$ cat config.mk
export PLATFORM = sky130hd
export DESIGN_NAME = stream_max_finder_flat
export DESIGN_NICKNAME = d
export VERILOG_FILES = /design/src/rtl/max_pkg.sv /design/src/rtl/stream_max_finder_if.sv /design/src/rtl/max_cmp.sv /design/src/rtl/stream_max_finder.sv /design/src/flat_wrapper.sv
export SDC_FILE = /design/constraint.sdc
export NUM_CORES = 1
export LEC_CHECK = 0
export ABC_CLOCK_PERIOD_IN_PS = 4300
export CAP_MARGIN = 20
export CORE_UTILIZATION = 50
export DETAILED_ROUTE_END_ITERATION = 6
export PLACE_DENSITY = 0.76
export SYNTH_ARGS = -nofsm -noshare
export SYNTH_HDL_FRONTEND = slang
export SYNTH_HIERARCHICAL = 1
export SYNTH_SLANG_ARGS = --single-unit
$ cat constraint.sdc
create_clock -name clk -period 4.3 [get_ports clk]
set_input_delay 0.86 -clock clk [delete_from_list [all_inputs] [get_ports clk]]
set_output_delay 0.86 -clock clk [all_outputs]
set_load 0.05 [all_outputs]
$ cat src/rtl/max_pkg.sv
// Shared definitions for the streaming max finder: frame states and compare modes.
package max_pkg;

    typedef enum logic [1:0] {
        EMPTY = 2'd0,
        ACC   = 2'd1,
        HOLD  = 2'd2
    } state_t;

    localparam bit CMP_SIGNED   = 1'b1;
    localparam bit CMP_UNSIGNED = 1'b0;

endpackage

$ cat src/rtl/stream_max_finder_if.sv
// Sample-in / result-out valid-ready bundle for the streaming max finder.
interface stream_max_finder_if #(
    parameter int DATA_W = 9,
    parameter int DEPTH  = 4
);
    localparam int IDX_W = $clog2(DEPTH);
    localparam int CNT_W = $clog2(DEPTH + 1);

    logic              s_valid;
    logic              s_ready;
    logic [DATA_W-1:0] s_data;
    logic              s_last;
    logic              m_valid;
    logic              m_ready;
    logic [DATA_W-1:0] m_max;
    logic [IDX_W-1:0]  m_idx;
    logic [CNT_W-1:0]  m_count;
    logic              m_by_last;

    modport master (
        output s_valid, s_data, s_last, m_ready,
        input  s_ready, m_valid, m_max, m_idx, m_count, m_by_last
    );

    modport slave (
        input  s_valid, s_data, s_last, m_ready,
        output s_ready, m_valid, m_max, m_idx, m_count, m_by_last
    );
endinterface

$ cat src/rtl/max_cmp.sv
// Single full-width magnitude comparator: a_gt_b = (a > b) in the selected number format.
module max_cmp
    import max_pkg::*;
#(
    parameter int DATA_W = 9,
    parameter bit SIGNED = CMP_SIGNED
) (
    input  logic [DATA_W-1:0] a,
    input  logic [DATA_W-1:0] b,
    output logic              a_gt_b
);

    generate
        if (SIGNED == CMP_SIGNED) begin : g_signed
            assign a_gt_b = $signed(a) > $signed(b);
        end else begin : g_unsigned
            assign a_gt_b = a > b;
        end
    endgenerate

endmodule

$ cat src/rtl/stream_max_finder.sv
// Streaming max-of-N reduction: tracks running max/first index/count per frame and
// presents one result beat per frame on a valid/ready output.
module stream_max_finder
    import max_pkg::*;
#(
    parameter int DATA_W = 9,
    parameter int DEPTH  = 4,
    parameter bit SIGNED = CMP_SIGNED
) (
    input logic               clk,
    input logic               rst,
    stream_max_finder_if.slave bus
);

    localparam int IDX_W = $clog2(DEPTH);
    localparam int CNT_W = $clog2(DEPTH + 1);
    localparam logic [CNT_W-1:0] DEPTH_C = CNT_W'(DEPTH);
    localparam logic [CNT_W-1:0] ONE_C   = CNT_W'(1);

    state_t            state_reg, state_next;
    logic [DATA_W-1:0] max_reg,   max_next;
    logic [IDX_W-1:0]  idx_reg,   idx_next;
    logic [CNT_W-1:0]  cnt_reg,   cnt_next;

    // Result registers are separate from the running registers so a new frame can
    // start accumulating while the last result stays visible on the outputs.
    logic [DATA_W-1:0] res_max_reg,  res_max_next;
    logic [IDX_W-1:0]  res_idx_reg,  res_idx_next;
    logic [CNT_W-1:0]  res_cnt_reg,  res_cnt_next;
    logic              res_last_reg, res_last_next;

    logic accept;
    logic close;
    logic a_gt_b;

    max_cmp #(
        .DATA_W (DATA_W),
        .SIGNED (SIGNED)
    ) u_cmp (
        .a      (bus.s_data),
        .b      (max_reg),
        .a_gt_b (a_gt_b)
    );

    assign bus.s_ready   = (state_reg != HOLD) && !rst;
    assign bus.m_valid   = (state_reg == HOLD);
    assign bus.m_max     = res_max_reg;
    assign bus.m_idx     = res_idx_reg;
    assign bus.m_count   = res_cnt_reg;
    assign bus.m_by_last = res_last_reg;

    assign accept = bus.s_valid && bus.s_ready;

    always_comb begin
        state_next    = state_reg;
        max_next      = max_reg;
        idx_next      = idx_reg;
        cnt_next      = cnt_reg;
        res_max_next  = res_max_reg;
        res_idx_next  = res_idx_reg;
        res_cnt_next  = res_cnt_reg;
        res_last_next = res_last_reg;
        close         = 1'b0;

        case (state_reg)
            EMPTY: begin
                if (accept) begin
                    max_next   = bus.s_data;
                    idx_next   = '0;
                    cnt_next   = ONE_C;
                    close      = bus.s_last || (ONE_C == DEPTH_C);
                    state_next = close ? HOLD : ACC;
                end
            end
            ACC: begin
                if (accept) begin
                    cnt_next = cnt_reg + ONE_C;
                    // Strictly greater only, so ties keep the earliest index.
                    if (a_gt_b) begin
                        max_next = bus.s_data;
                        idx_next = IDX_W'(cnt_reg);
                    end
                    close      = bus.s_last || (cnt_next == DEPTH_C);
                    state_next = close ? HOLD : ACC;
                end
            end
            HOLD: begin
                if (bus.m_ready) begin
                    state_next = EMPTY;
                end
            end
            default: begin
                state_next = EMPTY;
            end
        endcase

        if (close) begin
            res_max_next  = max_next;
            res_idx_next  = idx_next;
            res_cnt_next  = cnt_next;
            res_last_next = bus.s_last;
        end
    end

    always_ff @(posedge clk) begin
        if (rst) begin
            state_reg    <= EMPTY;
            max_reg      <= '0;
            idx_reg      <= '0;
            cnt_reg      <= '0;
            res_max_reg  <= '0;
            res_idx_reg  <= '0;
            res_cnt_reg  <= '0;
            res_last_reg <= 1'b0;
        end else begin
            state_reg    <= state_next;
            max_reg      <= max_next;
            idx_reg      <= idx_next;
            cnt_reg      <= cnt_next;
            res_max_reg  <= res_max_next;
            res_idx_reg  <= res_idx_next;
            res_cnt_reg  <= res_cnt_next;
            res_last_reg <= res_last_next;
        end
    end

endmodule

$ cat src/flat_wrapper.sv
// flat-port wrapper written by rule: the top's interface ports become plain ports
module stream_max_finder_flat import max_pkg::*;
#(
    parameter int DATA_W = 9,
    parameter int DEPTH  = 4,
    parameter bit SIGNED = CMP_SIGNED
)
  (clk, rst, bus_s_valid, bus_s_data, bus_s_last, bus_m_ready, bus_s_ready, bus_m_valid, bus_m_max, bus_m_idx, bus_m_count, bus_m_by_last);
  stream_max_finder_if #(.DATA_W(DATA_W), .DEPTH(DEPTH)) bus_i ();
  input logic clk;
  input logic rst;
  input wire logic [$bits(bus_i.s_valid)-1:0] bus_s_valid;
  input wire logic [$bits(bus_i.s_data)-1:0] bus_s_data;
  input wire logic [$bits(bus_i.s_last)-1:0] bus_s_last;
  input wire logic [$bits(bus_i.m_ready)-1:0] bus_m_ready;
  output wire logic [$bits(bus_i.s_ready)-1:0] bus_s_ready;
  output wire logic [$bits(bus_i.m_valid)-1:0] bus_m_valid;
  output wire logic [$bits(bus_i.m_max)-1:0] bus_m_max;
  output wire logic [$bits(bus_i.m_idx)-1:0] bus_m_idx;
  output wire logic [$bits(bus_i.m_count)-1:0] bus_m_count;
  output wire logic [$bits(bus_i.m_by_last)-1:0] bus_m_by_last;
  assign bus_i.s_valid = bus_s_valid;
  assign bus_i.s_data = bus_s_data;
  assign bus_i.s_last = bus_s_last;
  assign bus_i.m_ready = bus_m_ready;
  assign bus_s_ready = bus_i.s_ready;
  assign bus_m_valid = bus_i.m_valid;
  assign bus_m_max = bus_i.m_max;
  assign bus_m_idx = bus_i.m_idx;
  assign bus_m_count = bus_i.m_count;
  assign bus_m_by_last = bus_i.m_by_last;
  stream_max_finder #(.DATA_W(DATA_W), .DEPTH(DEPTH), .SIGNED(SIGNED)) u_core (.clk(clk), .rst(rst), .bus(bus_i));
endmodule
==> summary.txt, run 1 <==
Floorplanning
  – Number of I/O pins: 31
  – Die H: 60.2 µm
  – Die area: 3620 µm²
  – Core area: 3130 µm²
  – # rows: 20
  – Chip width: 60.2 µm
  – Starting Density: 54.1%

Clock tree
  – Number of setup buffers added after CTS: 0
  – Cts hold-fix bufs: 0
  – Clock Path Buffers: 2
  – CTS tree: done
  – CTS buffer count: 5
  – Post-CTS sizing: 0
  – Clk pin slew, worst setup/hold paths: 100 ps
  – CTS Root Cell: clkbuf_4
  – H-tree depth: 2
  – Worst-skew pair later-pin latency: 340 ps
  – Clock sinks: 31

Critical path
  – Critical path data arrival time: 3520 ps
  – Critical path capture point type: flip-flop
  – Worst-path maximum fanout: 12
  – Crit path cell chain: clkdlybuf4s50_1 > ha_1 > nand3_1 > nor3_1 > a211oi_1 > a221oi_1 > nand2b_1 > buf_4 > mux2i_1 > mux2i_1
  – Critical Path Start Type: input port
  – CP bufs+invs: 2
  – Critical path's top delay family: buffers and inverters
  – Slowest cell on the critical path: a221oi_1
  – Critical path class: in2reg
  – WP data required: 4490 ps
  – Slowest stage delay, CP: 540 ps
  – Most used cell, CP: mux2i_1

Layout
  – Area delta synth->final: 20.9%
  – Commonest cells after routing, fill and taps aside: dfxtp_1, clkdlybuf4s50_1, nand2_1
  – Share of cells above drive strength 1: 6.45%
  – Commonest non-fill, non-tap cell in the layout: dfxtp_1
  – Ant diodes: 0
  – Final Cell Area: 2050 µm²
  – Final net count: 242

Yosys
  – Post-Synth Simple-Gate Area: 19.4%
  – Synthesized flop and latch total: 31
  – Mapped Avg Cell Area: 9.00 µm²
  – Yosys cell types: 37
  – Post-Syn Area: 1690 µm²
  – Sequential area share after synthesis: 36.7%
  – Post-Synth XOR/XNOR Area: 0.517%
  – Mux share of post-synthesis cell area: 14.4%
  – Post-synthesis adder-cell area fraction: 8.87%
  – Syn_nets: 214
  – Compound-Gate Fraction of Synth Area: 13.4%
  – Syn Inst Count: 188
  – Largest family of logic cells by synthesized area: simple AND/OR/NAND/NOR gates
  – Ys Warns: 6

GRT
  – M2 GR Usage: 43.8%
  – Largest net degree at the start of global routing: 23
  – Initial antenna violation count: 0
  – GRT Total Usage: 24.8%
  – Congestion Overflow GR: 0
  – Most used routing layer: met2
  – GRT met3 Usage: 8.01%
  – GR met1 Demand/Resource: 26.0%
  – Vias in the first global route: 1482
  – First-pass GRT wire length: 6440 µm

Timing
  – Achievable Freq: 300 MHz
  – Worst Skew: 8.82 ps
  – Endpoints failing hold: 0
  – RSZ-0062 raised after global routing: no
  – Setup TNS: 0 ps
  – Final setup viols: 0
  – Final Max Slew Viols: 0
  – Part of the cycle the worst path needs: 77.5%
  – Slew of the pin with the lowest slew margin: 1060 ps
  – Slew headroom: 29.3%
  – Fin crit period: 3330 ps

Power and ir drop
  – Pint: 0.000409 W
  – Worst vdd ir: 219 µV
  – LEAKAGE: 0.890 nW
  – Sw Share: 29.8%
  – Pwr dens: 284 nW/µm²
  – Clk network pwr share: 28.2%
  – Combinational power share: 19.1%
  – P_sw: 0.000173 W
  – Seq pwr share: 52.6%

Routing
  – Drt pass-1 iters: 4
  – Final wirelength: 3870 µm
  – DRT antenna net count: 0
  – DR vias: 1454
  – Routed vias/inst: 5.57
  – Wire per inst: 14.8 µm
  – DRT iter0 DRCs: 59
  – Drt drc: 0

Run
  – MaxCap Viol Count: 0

Placed design
  – GPL Wtd Cong: 0.853
  – Post-DP HPWL: 2730 µm
  – Post-DP Area: 2000 µm²
  – I/O Buffers: 30

Run status
  – Status: completed

Min path
  – Hold crit path type: reg2reg
[cells in the mapped netlist]
library cell,instances,share of area (%)
dfxtp_1,31,37
nand2_1,22,4.9
mux2i_1,21,12
a21oi_1,16,4.7
inv_1,13,2.9
ha_1,12,8.9
nand3_1,11,3.3
o21ai_0,11,3.3
nor2b_1,6,2.2
clkbuf_1,5,1.1
nand2b_1,4,1.5
mux2_2,3,2.0
nand4b_1,3,1.6
a21o_1,2,0.89
buf_2,2,0.59
buf_4,2,0.89
buf_6,2,1.3
nor2_1,2,0.44
nor4bb_1,2,1.2
a211oi_1,1,0.44
a221oi_1,1,0.52
a311o_1,1,0.59
a32o_1,1,0.59
and2_1,1,0.37
nand4_1,1,0.37
nor3_1,1,0.30
nor3b_4,1,1.1
nor4_1,1,0.37
o211ai_2,1,0.74
o2bb2ai_1,1,0.52
o311a_1,1,0.59
o41ai_1,1,0.52
or2b_1,1,0.44
or3_1,1,0.37
or3b_1,1,0.52
or3b_2,1,0.52
xor2_1,1,0.52
[final timing paths]
| kind | startpoint | to | slack, ps | cells after the start |
|---|---|---|---|---|
| worst max-delay path | bus_s_data[6] | u_core/bus.m_max[1] | 970 | 10 |
| worst min-delay path | u_core/idx_reg[0] | u_core/idx_reg[0] | 460 | 2 |
| worst max register to register | u_core/max_reg[6] | u_core/bus.m_max[1] | 1580 | 10 |
| worst min register to register | u_core/idx_reg[0] | u_core/idx_reg[0] | 460 | 2 |
[power groups by stage]
stage	combinational, W	sequential, W	clock (W)
2_1_floorplan	0.0000610	0.000324	0
3_3_place_gp	0.000107	0.000312	0
3_5_place_dp	0.000110	0.000313	0
4_1_cts	0.000111	0.000306	0.000170
5_1_grt	0.000122	0.000308	0.000184
6_report	0.000112	0.000306	0.000164
[layer usage]
layer / share of wire, % / vias to the layer above
met3: 5.3 / 10
met5: 0 / -
met4: 2.3 / 0
met2: 52 / 40
met1: 41 / 685
li1: - / 719
[logic make-up after synthesis]
kind of cell / count (synthesis)
buffers and inverters: 24
muxes: 24
and+or+nand+nor: 59
adders and majority gates: 12
AOI/OAI and AO/OA: 37
DFF: 31
xor gates and xnor gates: 1
[cell type report]
cell class | instances | area [µm²]
clock buffer | 7 | 45.0
clock inverter | 1 | 5.00
fill | 280 | 1080
inverter | 13 | 48.8
multi-input combinational | 133 | 957
sequential | 31 | 621
tap | 44 | 55.1
timing repair buffer | 32 | 315
[worst register-to-register path: stages (launching register included)]
cell and delay (ps):
dfxtp_1 360, inv_1 50, ha_1 290, nand3_1 110, nor3_1 230, a211oi_1 80, a221oi_1 540, nand2b_1 360
buf_4 270, mux2i_1 200, mux2i_1 80
[per-stage QoR]
step,hold WS (ps),util (%),worst slack [ps],total power (W),std cells
floorplan,429,-,1500,0.000385,188
CTS,462,65.4,965,0.000587,261
global route,486,65.4,756,0.000613,261
finish,460,65.4,966,0.000582,261
detailed placement,449,63.8,607,0.000423,253
global placement,445,63.8,778,0.000419,253
Power figures use the tool's default switching activity.
==> inputs of run 2 (changes only) <==
--- a/config.mk
+++ b/config.mk
@@ -5,11 +5,11 @@
 export SDC_FILE = /design/constraint.sdc
 export NUM_CORES = 1
 export LEC_CHECK = 0
-export ABC_CLOCK_PERIOD_IN_PS = 4300
+export ABC_CLOCK_PERIOD_IN_PS = 2700
 export CAP_MARGIN = 20
-export CORE_UTILIZATION = 50
+export CORE_UTILIZATION = 47
 export DETAILED_ROUTE_END_ITERATION = 6
-export PLACE_DENSITY = 0.76
+export PLACE_DENSITY = 0.75
 export SYNTH_ARGS = -nofsm -noshare
 export SYNTH_HDL_FRONTEND = slang
 export SYNTH_HIERARCHICAL = 1
==> constraint.sdc (replaced) <==
create_clock -name clk -period 2.7 [get_ports clk]
set_input_delay 0.54 -clock clk [delete_from_list [all_inputs] [get_ports clk]]
set_output_delay 0.54 -clock clk [all_outputs]
set_load 0.05 [all_outputs]
==> run 2 against run 1 <==
  * Global-route usage fell by 2.8 points
  * Die area rose by 6.2%
  * Design area rose by 7.5%
  * Clock power rose by 60%
==> summary.txt, run 2 (synthesis results as in run 1) <==
Run status
  – Status: completed

Floorplanning
  – Die H: 62.0 µm
  – Starting Density: 49.9%
  – # rows: 21
  – Die area: 3850 µm²
  – Chip width: 62.0 µm
  – Core area: 3390 µm²
  – Number of I/O pins: 31

Layout
  – Commonest cells after routing, fill and taps aside: dfxtp_1, clkdlybuf4s50_1, nand2_1
  – Area occupied by registers: 621 µm²
  – Multi-input logic area: 960 µm²
  – Final net count: 258
  – Area delta synth->final: 29.9%
  – Fill cells: 279
  – Share of cells above drive strength 1: 14.6%
  – Ant diodes: 0
  – Commonest non-fill, non-tap cell in the layout: dfxtp_1

Routing
  – Drt pass-1 iters: 4
  – Final wirelength: 3840 µm
  – Drt drc: 0
  – DR vias: 1512
  – Routed vias/inst: 5.42
  – DRT iter0 DRCs: 58
  – Wire per inst: 13.8 µm
  – DRT antenna net count: 0

Clock tree
  – CTS buffer count: 5
  – Clk pin slew, worst setup/hold paths: 100 ps
  – Clock Path Buffers: 2
  – CTS tree: done
  – Worst-skew pair later-pin latency: 340 ps
  – H-tree depth: 2
  – CTS Root Cell: clkbuf_4
  – Clock sinks: 31
  – Number of setup buffers added after CTS: 0

Critical path
  – Reg2reg start: u_core/state_reg[1]
  – Critical Path Start Type: input port
  – Critical path capture point type: flip-flop
  – Slowest cell on the critical path: clkdlybuf4s50_1
  – Worst-path maximum fanout: 3
  – Crit path cell chain: clkdlybuf4s50_1 > ha_1 > nand3_1 > nor3_1 > a211oi_1 > a221oi_1 > buf_4 > mux2_2 > nand4b_1 > a21oi_1
  – Critical path class: in2reg
  – FF-to-FF path depth: 6
  – WP data required: 2930 ps
  – Critical path data arrival time: 2740 ps
  – R2R Setup Slk: 400 ps
  – FF-to-FF End: u_core/bus.m_count[0]
  – Slowest stage delay, CP: 430 ps

Timing
  – Worst Skew: 5.38 ps
  – Final Max Slew Viols: 0
  – RSZ-0062 raised after global routing: no
  – Part of the cycle the worst path needs: 93.2%
  – Slew of the pin with the lowest slew margin: 635 ps
  – Hold Slack: 461 ps
  – Setup TNS: 0 ps
  – Final setup viols: 0
  – Endpoints failing hold: 0
  – Fin crit period: 2520 ps
  – Slew headroom: 57.6%
  – Achievable Freq: 397 MHz

GRT
  – Vias in the first global route: 1361
  – Initial antenna violation count: 0
  – GRT Total Usage: 22.0%
  – First-pass GRT wire length: 6070 µm
  – Congestion Overflow GR: 0
  – Largest net degree at the start of global routing: 23

Min path
  – Hold depth: 2
  – Hold Crit Endpoint: u_core/bus.m_max[8]
  – Hold crit path type: reg2reg
  – Hold path start: u_core/bus.m_max[8]

Placed design
  – GPL Wtd Cong: 0.817
  – Post-DP HPWL: 2790 µm
  – I/O Buffers: 30

Power and ir drop
  – LEAKAGE: 1.00 nW
  – Pwr dens: 432 nW/µm²
  – Worst vdd ir: 267 µV

Run
  – MaxCap Viol Count: 0
## run 2: what timing repair did
action	in CTS	in global routing
hold buffers	0	0
setup endpoints to repair	0	1
gates resized for setup	0	1
## run 2: routing by layer
layer	up-vias	part of all wire (%)	global-route usage, %
met1	719	46	27.6
met3	6	4.3	5.80
met5	-	0	0
li1	756	-	-
met4	0	1.2	9.21
met2	31	48	35.7
## run 2: how the worst max path moves through the flow
stage / startpoint / endpoint / slack, ps / cells after the start
after detailed placement: bus_s_data[7] / u_core/idx_reg[1] / -140 / 10
after global placement: bus_s_data[4] / u_core/bus.m_max[2] / -50 / 10
after CTS: u_core/state_reg[1] / bus_m_valid / 90 / 2
final: bus_s_data[7] / u_core/idx_reg[0] / 180 / 10
after floorplan: bus_s_data[7] / u_core/bus.m_max[8] / 240 / 10
after global routing: bus_s_data[6] / u_core/bus.m_max[1] / 40 / 10
## run 2: final cells by class
type	instances	area share, %
clock buffers	5	1.71
clock inverters	3	0.683
flip-flops and latches	31	28.2
multi-input cells	133	43.6
well taps	46	2.62
inverters	13	2.22
repair buffers	48	20.9
## run 2: metrics by stage
stage	total power, W	instance area, µm²	setup WS [ps]	util (%)	cells
2_1_floorplan	0.000614	1700	240	-	188
3_3_place_gp	0.000693	2140	-53.0	63.3	271
3_5_place_dp	0.000698	2140	-144	63.3	271
4_1_cts	0.000959	2200	88.0	64.8	279
5_1_grt	0.000998	2200	40.3	64.9	279
6_report	0.000951	2200	183	64.9	279
## run 2: power breakdown
| group | internal, W | leakage, nW | switching (W) | total (W) |
|---|---|---|---|---|
| registers | 0.000473 | 0.252 | 0.0000124 | 0.000486 |
| logic | 0.0000958 | 0.716 | 0.000107 | 0.000203 |
| clock network | 0.0000967 | 0.0347 | 0.000165 | 0.000262 |
| total | 0.000666 | 1.00 | 0.000285 | 0.000951 |
## run 2: critical path, delay by kind of cell
family / cells / cell delay, ps
AO/OA/AOI/OAI: 3 / 460
adder cells (fa/ha/maj): 1 / 310
buffers and inverters: 2 / 610
multiplexers: 1 / 340
AND/OR/NAND/NOR: 3 / 490
==> inputs of run 3 (changes only) <==
--- a/config.mk
+++ b/config.mk
@@ -5,11 +5,11 @@
 export SDC_FILE = /design/constraint.sdc
 export NUM_CORES = 1
 export LEC_CHECK = 0
-export ABC_CLOCK_PERIOD_IN_PS = 2700
 export CAP_MARGIN = 20
 export CORE_UTILIZATION = 47
 export DETAILED_ROUTE_END_ITERATION = 6
 export PLACE_DENSITY = 0.75
+export SLEW_MARGIN = 40
 export SYNTH_ARGS = -nofsm -noshare
 export SYNTH_HDL_FRONTEND = slang
 export SYNTH_HIERARCHICAL = 1
==> results of run 3 <==
The final DEF is identical to that of run 2; final timing and power are the same.
